--- src/rtl/key_pkg.sv ---
// key_pkg: shared constants for the key debouncer.
// Raw pins are active-low, so the released level is 1'b1.
// The default cycle counts assume a 50 MHz clock (20 ms debounce, 1 s long press).
package key_pkg;

    localparam logic KEY_RELEASED = 1'b1;
    localparam logic KEY_PRESSED  = 1'b0;

    localparam int DEFAULT_N_KEYS          = 4;
    localparam int DEFAULT_DEBOUNCE_CYCLES = 1_000_000;
    localparam int DEFAULT_LONG_CYCLES     = 50_000_000;

    // Width of a counter that must hold every value from 0 up to max_count.
    function automatic int cnt_width(input int max_count);
        return (max_count < 1) ? 1 : $clog2(max_count + 1);
    endfunction

endpackage

--- src/rtl/key_debounce_if.sv ---
// key_debounce_if: raw key pins and the debounced outputs of key_debounce.
// master drives the raw pins, slave (the debouncer) drives the outputs.
interface key_debounce_if
    import key_pkg::*;
#(
    parameter int N_KEYS = DEFAULT_N_KEYS
);

    logic [N_KEYS-1:0] key;
    logic [N_KEYS-1:0] key_level;
    logic [N_KEYS-1:0] key_press;
    logic [N_KEYS-1:0] key_release;
    logic [N_KEYS-1:0] key_long;

    modport master (
        output key,
        input  key_level,
        input  key_press,
        input  key_release,
        input  key_long
    );

    modport slave (
        input  key,
        output key_level,
        output key_press,
        output key_release,
        output key_long
    );

endinterface

--- src/rtl/key_debounce_ch.sv ---
// key_debounce_ch: one debounce channel.
// Synchronizes an active-low pin, accepts a level change only after the
// synchronized value has differed from the accepted level for DEBOUNCE_CYCLES
// consecutive clocks, and emits one-cycle press/release pulses.
// With KEY_LONGPRESS_EN defined a hold timer also emits a one-cycle long-press
// pulse LONG_CYCLES clocks after the press was accepted.
module key_debounce_ch
    import key_pkg::*;
#(
    parameter int DEBOUNCE_CYCLES = DEFAULT_DEBOUNCE_CYCLES,
    parameter int LONG_CYCLES     = DEFAULT_LONG_CYCLES
) (
    input  logic clk,
    input  logic rst,
    input  logic key_pin,
    output logic key_level,
    output logic key_press,
    output logic key_release,
    output logic key_long
);

    localparam int            CW       = cnt_width(DEBOUNCE_CYCLES);
    localparam logic [CW-1:0] CNT_LAST = CW'(DEBOUNCE_CYCLES - 1);
    localparam logic [CW-1:0] CNT_ONE  = CW'(1);

    logic          sync1_r;
    logic          sync2_r;
    logic          acc_r;      // accepted raw level (active-low)
    logic          level_r;
    logic          press_r;
    logic          release_r;
    logic [CW-1:0] cnt_r;
    logic          differ_s;
    logic          accept_s;

    // Two-flop synchronizer; idles at the released level.
    always_ff @(posedge clk or posedge rst) begin
        if (rst) begin
            sync1_r <= KEY_RELEASED;
            sync2_r <= KEY_RELEASED;
        end else begin
            sync1_r <= key_pin;
            sync2_r <= sync1_r;
        end
    end

    // The count reaching DEBOUNCE_CYCLES-1 while still differing means this is the DEBOUNCE_CYCLES-th differing clock.
    always_comb begin
        differ_s = (sync2_r != acc_r);
        accept_s = differ_s && (cnt_r == CNT_LAST);
    end

    // Stability counter, accepted level and edge pulses; any bounce back restarts the count.
    always_ff @(posedge clk or posedge rst) begin
        if (rst) begin
            cnt_r     <= {CW{1'b0}};
            acc_r     <= KEY_RELEASED;
            level_r   <= 1'b0;
            press_r   <= 1'b0;
            release_r <= 1'b0;
        end else if (accept_s) begin
            cnt_r     <= {CW{1'b0}};
            acc_r     <= sync2_r;
            level_r   <= (sync2_r == KEY_PRESSED);
            press_r   <= (sync2_r == KEY_PRESSED);
            release_r <= (sync2_r == KEY_RELEASED);
        end else if (differ_s) begin
            cnt_r     <= cnt_r + CNT_ONE;
            press_r   <= 1'b0;
            release_r <= 1'b0;
        end else begin
            cnt_r     <= {CW{1'b0}};
            press_r   <= 1'b0;
            release_r <= 1'b0;
        end
    end

    assign key_level   = level_r;
    assign key_press   = press_r;
    assign key_release = release_r;

`ifdef KEY_LONGPRESS_EN
    localparam int            HW        = cnt_width(LONG_CYCLES);
    localparam logic [HW-1:0] HOLD_MAX  = HW'(LONG_CYCLES);
    localparam logic [HW-1:0] HOLD_LAST = HW'(LONG_CYCLES - 1);
    localparam logic [HW-1:0] HOLD_ONE  = HW'(1);

    logic [HW-1:0] hold_r;
    logic          long_r;

    // Hold timer: counts while pressed, saturates so the pulse fires once per press.
    always_ff @(posedge clk or posedge rst) begin
        if (rst) begin
            hold_r <= {HW{1'b0}};
            long_r <= 1'b0;
        end else if (level_r) begin
            if (hold_r != HOLD_MAX) begin
                hold_r <= hold_r + HOLD_ONE;
            end else begin
                hold_r <= hold_r;
            end
            long_r <= (hold_r == HOLD_LAST);
        end else begin
            hold_r <= {HW{1'b0}};
            long_r <= 1'b0;
        end
    end

    assign key_long = long_r;
`else
    logic [31:0] unused_long_s;
    assign unused_long_s = 32'(LONG_CYCLES);
    assign key_long      = 1'b0;
`endif

endmodule

--- src/rtl/key_debounce.sv ---
// key_debounce: N_KEYS independent push-button debouncers.
// Optional feature: define KEY_LONGPRESS_EN to enable the per-key long-press
// pulse on key_long; otherwise key_long is tied to 0.
module key_debounce
    import key_pkg::*;
#(
    parameter int N_KEYS          = DEFAULT_N_KEYS,
    parameter int DEBOUNCE_CYCLES = DEFAULT_DEBOUNCE_CYCLES,
    parameter int LONG_CYCLES     = DEFAULT_LONG_CYCLES
) (
    input  logic          clk,
    input  logic          rst,
    key_debounce_if.slave bus
);

    logic [N_KEYS-1:0] level_s;
    logic [N_KEYS-1:0] press_s;
    logic [N_KEYS-1:0] release_s;
    logic [N_KEYS-1:0] long_s;

    for (genvar gi = 0; gi < N_KEYS; gi++) begin : g_ch
        key_debounce_ch #(
            .DEBOUNCE_CYCLES (DEBOUNCE_CYCLES),
            .LONG_CYCLES     (LONG_CYCLES)
        ) u_ch (
            .clk         (clk),
            .rst         (rst),
            .key_pin     (bus.key[gi]),
            .key_level   (level_s[gi]),
            .key_press   (press_s[gi]),
            .key_release (release_s[gi]),
            .key_long    (long_s[gi])
        );
    end

    assign bus.key_level   = level_s;
    assign bus.key_press   = press_s;
    assign bus.key_release = release_s;
    assign bus.key_long    = long_s;

endmodule

--- src/flat_wrapper.sv ---
// flat-port wrapper written by rule: the top's interface ports become plain ports
module key_debounce_flat import key_pkg::*;
#(
    parameter int N_KEYS          = DEFAULT_N_KEYS,
    parameter int DEBOUNCE_CYCLES = DEFAULT_DEBOUNCE_CYCLES,
    parameter int LONG_CYCLES     = DEFAULT_LONG_CYCLES
)
  (clk, rst, bus_key, bus_key_level, bus_key_press, bus_key_release, bus_key_long);
  key_debounce_if #(.N_KEYS(N_KEYS)) bus_i ();
  input  logic clk;
  input  logic rst;
  input wire logic [$bits(bus_i.key)-1:0] bus_key;
  output wire logic [$bits(bus_i.key_level)-1:0] bus_key_level;
  output wire logic [$bits(bus_i.key_press)-1:0] bus_key_press;
  output wire logic [$bits(bus_i.key_release)-1:0] bus_key_release;
  output wire logic [$bits(bus_i.key_long)-1:0] bus_key_long;
  assign bus_i.key = bus_key;
  assign bus_key_level = bus_i.key_level;
  assign bus_key_press = bus_i.key_press;
  assign bus_key_release = bus_i.key_release;
  assign bus_key_long = bus_i.key_long;
  key_debounce #(.N_KEYS(N_KEYS), .DEBOUNCE_CYCLES(DEBOUNCE_CYCLES), .LONG_CYCLES(LONG_CYCLES)) u_core (.clk(clk), .rst(rst), .bus(bus_i));
endmodule
--- config.mk ---
export PLATFORM = sky130hd
export DESIGN_NAME = key_debounce_flat
export DESIGN_NICKNAME = d
export VERILOG_FILES = /design/src/rtl/key_pkg.sv /design/src/rtl/key_debounce_if.sv /design/src/rtl/key_debounce_ch.sv /design/src/rtl/key_debounce.sv /design/src/flat_wrapper.sv
export SDC_FILE = /design/constraint.sdc
export NUM_CORES = 1
export LEC_CHECK = 0
export CORE_MARGIN = 2
export CORE_UTILIZATION = 40
export CTS_BUF_LIST = sky130_fd_sc_hd__clkbuf_4
export DETAILED_ROUTE_END_ITERATION = 16
export PLACE_DENSITY = 0.59
export SYNTH_ARGS = -nofsm -noshare
export SYNTH_HDL_FRONTEND = slang
export SYNTH_HIERARCHICAL = 1
export SYNTH_SLANG_ARGS = --single-unit
--- constraint.sdc ---
create_clock -name clk -period 1.74 [get_ports clk]
set_clock_uncertainty 0.1 [all_clocks]
set_input_delay 0.348 -clock clk [delete_from_list [all_inputs] [get_ports clk]]
set_output_delay 0.348 -clock clk [all_outputs]
set_load 0.01 [all_outputs]
* Word-level counts from Yosys, hierarchy flattened *
Cells that the tools add are included.

word-level totals
  register bits after elaboration = 104
  bits of input ports = 6
  output and inout port bits = 16
  logic and storage cells = 64

operators by class
  add/subtract/negate cells = 4
  equal/unequal tests = 8
  multiplexer cells = 16
  bitwise operators = 4
  reductions and logical operators = 4

operator list
  cell                                            count
  two-way mux 20 bit                              8
  adder 20 x 1 -> 20 bit (second input constant)  4
  equality test 20 bit (second input constant)    4
  two-way mux 1 bit                               8
  logical AND 1 bit                               4
  != test 1 bit                                   4
  inverter 1 bit                                  4

* Logic depth before layout (Yosys ltp) *
  depth in word-level cells = 3
  depth in mapped cells = 7
  gate-level depth less buffers = 5

* Cells and area by module *
The synthesis kept the hierarchy.

modules (own cells, without submodules)
  module           times used  cells an instance  area each (µm²)  sequential area each (µm²)
  key_debounce_ch  4           122                1271.2           654.4

* Worst setup path before layout *
No wires, ideal clock.

  kind = register to register
  start = register u_core.g_ch[0].u_ch.cnt_r[0]
  end = register u_core.g_ch[0].u_ch.level_r
  library setup time = 0.125 ns
  arrival time = 1.530 ns
  required time = 1.515 ns
  slack = -0.015 ns
  cell stages (with the launch flop) = 7
  buffers on the path = 1
  clock period less this slack = 1.755 ns
  cell sequence = dfrtp_1 ha_1 and2_1 buf_2 nand4_2 or3b_4 mux2_4

on the way
  longest elaborated chain between the ends = 2

ends and longest elaborated chain
  item                    RTL line               RTL
  from (decl)             key_debounce_ch.sv:32  logic [CW-1:0] cnt_r;
  from (signal assigned)  key_debounce_ch.sv:56  cnt_r <= {CW{1'b0}};
  from (signal assigned)  key_debounce_ch.sv:62  cnt_r <= {CW{1'b0}};
  from (signal assigned)  key_debounce_ch.sv:68  cnt_r <= cnt_r + CNT_ONE;
  equality test 20 bit    key_debounce_ch.sv:50  accept_s = differ_s && (cnt_r == CNT_LAST);
  logical AND 1 bit       key_debounce_ch.sv:50
  to (signal assigned)    key_debounce_ch.sv:64  level_r <= (sync2_r == KEY_PRESSED);
  to (decl)               key_debounce_ch.sv:29  logic level_r;

Every way passes these cells.
A chain may end at the register's enable or synchronous reset.

* Worst setup path in the final report *
  start = register u_core.g_ch[1].u_ch.cnt_r[15]
  end = register u_core.g_ch[1].u_ch.level_r

on the way
  longest elaborated chain between the ends = 2

ends and longest elaborated chain
  item                    RTL line
  from (decl)             key_debounce_ch.sv:32
  from (signal assigned)  key_debounce_ch.sv:56
  from (signal assigned)  key_debounce_ch.sv:62
  from (signal assigned)  key_debounce_ch.sv:68
  equality test 20 bit    key_debounce_ch.sv:50
  logical AND 1 bit       key_debounce_ch.sv:50
  to (signal assigned)    key_debounce_ch.sv:64
  to (decl)               key_debounce_ch.sv:29

Every way passes these cells.

==> out/qor.yml <==
status: "finished with violations"
violations: "setup timing"
path_clk_slew_ns: 0.15
synth_compound_area_frac: 0.0728
vias: 3889
avgRoutedWirePerCell_um: 13.3
synthAdderAreaFrac: 0.00984
ys_warn_count: 6
pre_cts_ws_ns: -0.0305
criticalPathCategory: "reg -> reg"
clockBufferDepth: 2
synthMuxAreaShare: 0.0236
synthXorXnorAreaFrac: 0.0758
area_growth_pct: 26.1
max_cap_viol_count: 0
drt_wl_total_um: 10300
yosysMostFrequentCell: "dfrtp_1"
yosysSeqAreaShare: 0.515
hp-start: "bus_key[2]"
grt_pass1_wl_um: 17400
fillers: 1153
rr_endpoint: "u_core/g_ch[1].u_ch/key_level"
diodes: 0
start_util: 0.406
ios: 22
placed_cell_area_mm2: 0.00586
fin_cells: 772
synth_area_mm2: 0.00508
dp_hpwl_um: 6970
finalCritPeriodShare: 1.02
cts_buffers: 9
place_congestion: 0.768
io_buffers: 17
crit_arrival_ns: 2.05
final_nets: 605
synth_top_cell_by_area: "dfrtp_1"
fin_area_mm2: 0.00641
num_rows: 41
die_width_um: 117
drive_gt1_frac: 0.325
coreArea_mm2: 0.0125
rsz0062_at_grt: "true"
critPathMaxStageDelay_ns: 0.45
synth_edf_count: 0
fin_util: 0.512
p_per_area_mw_per_mm2: 634
worstPathCellList: "nor4_2 -> nand2_1 -> or3b_4 -> mux2_4"
ir_drop_mv: 0.384
min_path_type: "in -> reg"
r2r_start: "u_core/g_ch[1].u_ch/cnt_r[15]"
required_ns: 2.02
synth_ff_type: "dfrtp_1"
cts.sinks: 104
timing.final.crit_period_ns: 1.77
synthTopCellsByCount: "dfrtp_1 (92), nor2_1 (56), xor2_1 (36)"
drv_slew: 0
grt.overflow.total: 0
syn_avg_cell_area_um2: 10.4
syn-num-nets: 498
dieArea_mm2: 0.0136
p_leak_uw: 0.00302
p_total_uw: 4060
cp_top_family: "simple AND/OR/NAND/NOR gates"
synth.area.top_cells: "dfrtp_1 (45%), dfstp_2 (6.2%), xor2_1 (6.2%), nor2_1 (4.1%), a21oi_1 (3.1%)"
track_usage: 0.160
htree_levels: 3
clock_insertion_delay_worst_skew_ns: 0.48
synth_top_family_by_area: "simple AND/OR/NAND/NOR gates"
hold_depth: 1
synthDistinctLibCells: 31
grt_antenna_before_repair: 0
timing.fmax_mhz: 564
crit_path_end_kind: "flop"
die_h_um: 117
grt_max_degree: 27
synth-seq-cells: 104
r2r_cells: 4
drtPass1Iterations: 4
ctsHoldBuffers: 0
start_kind: "flop"
synth_top_area_frac: 0.453
crit_fanout: 4
cts_root_buf: "clkbuf_4"
yosys.area_share.simple: 0.257
holdPathEnd: "u_core/g_ch[2].u_ch/sync1_r"
viasPerCell: 5.04
synthArstFlopShare: 1.00
slowest_stage: "dfrtp_1"
synth_cells: 488
antenna_left: 0
dr.first_iter.drc_count: 230
placed_cells: 722
drc: 0
final.setup.worst_slack_ns: -0.0324
cts_tree: "yes"
finalSetupViolations: 4
hold_viol: 0
worst-r2r-setup-slack_ns: -0.03
grt_pass1_vias: 3820
cp_num_buf_inv: 0
## final cells by class
cell class	count	area, um^2	area share
clock buffer	10	75.1	0.0117
clock inverter	6	83.8	0.0131
inverter	12	45.0	0.00703
multi-input combinational	344	2380	0.372
sequential	104	2620	0.409
tap	172	215	0.0336
timing repair buffer	124	990	0.154
## worst register-to-register path, cell delays in order, from the launching register on
cell     delay (ns)
dfrtp_1        0.45
nor4_2         0.30
nand2_1        0.11
or3b_4         0.43
mux2_4         0.30
## how the worst max path moves through the flow
stage                                   from                       endpoint  slack (ns)  cells past startpoint
6_report       u_core/g_ch[1].u_ch/cnt_r[15]  u_core/g_ch[1].u_ch/key_level       -0.03                      4
3_5_place_dp    u_core/g_ch[0].u_ch/cnt_r[8]  u_core/g_ch[0].u_ch/key_level       -0.03                      4
3_3_place_gp    u_core/g_ch[2].u_ch/cnt_r[8]  u_core/g_ch[2].u_ch/key_level      -0.004                      4
2_1_floorplan   u_core/g_ch[0].u_ch/cnt_r[0]  u_core/g_ch[0].u_ch/key_level       -0.02                      6
5_1_grt        u_core/g_ch[1].u_ch/cnt_r[15]  u_core/g_ch[1].u_ch/key_level       -0.08                      4
4_1_cts        u_core/g_ch[0].u_ch/cnt_r[10]  u_core/g_ch[0].u_ch/cnt_r[19]       -0.02                      5
## per-stage QoR
stage	setup TNS [ns]	hold slack [ns]
2_1_floorplan	-0.0615	0.245
3_3_place_gp	-0.00459	0.246
3_5_place_dp	-0.0712	0.249
4_1_cts	-0.0251	0.113
5_1_grt	-0.883	0.111
6_report	-0.0631	0.157
## per-layer routing
metal	part of all wire	wire length [um]	vias to the layer above	track usage
li1	-	-	1923	-
met1	0.46	4770	1918	0.197
met2	0.49	5020	38	0.274
met3	0.033	344	10	0.0462
met4	0.014	141	0	0.0455
met5	0	0	-	0
## logic make-up after synthesis
kind of cell	after synthesis
other cells	4
flops	104
compound gates	68
fa+ha+maj	4
xor+xnor	44
buf+inv	40
mux	8
simple gates	216
## flip-flops by register name, summed over array words and instances, names as in the netlist
name and count:
u_core/g_ch.u_ch/key_level 4, u_core/g_ch.u_ch/key_release 4, u_core/g_ch.u_ch/key_press 4, u_core/g_ch.u_ch/sync1_r 4, u_core/g_ch.u_ch/acc_r 4, u_core/g_ch.u_ch/sync2_r 4
u_core/g_ch.u_ch/cnt_r 80
## power breakdown
group	internal, uW	switching (uW)	total (uW)
sequential	2460	22.6	2480
combinational	75.3	117	192
clock	591	797	1390
total	3120	937	4060
## repair_timing
item | CTS | global route
buffers inserted | 10 | 24
pin swaps | 4 | 23
endpoints found under the setup margin | 18 | 51
gates resized for setup | 19 | 33
## layout by cell type (no fill, tap or decap), types with 6 or more instances in the layout
cell type and n:
a21oi_1 24, a21oi_2 8, and3_1 13, buf_4 101
clkbuf_4 10, dfrtp_1 91, dfstp_2 12, dlygate4sd2_1 12
inv_1 12, mux2_4 8, nand2_1 25, nand3_1 22
nand4_1 20, nor2_1 55, o21ai_0 20, o31ai_1 12
or3_1 20, or4_1 6, or4_4 6, xnor2_1 8
xor2_1 36
Note: power is estimated with default switching activity, not from simulation.
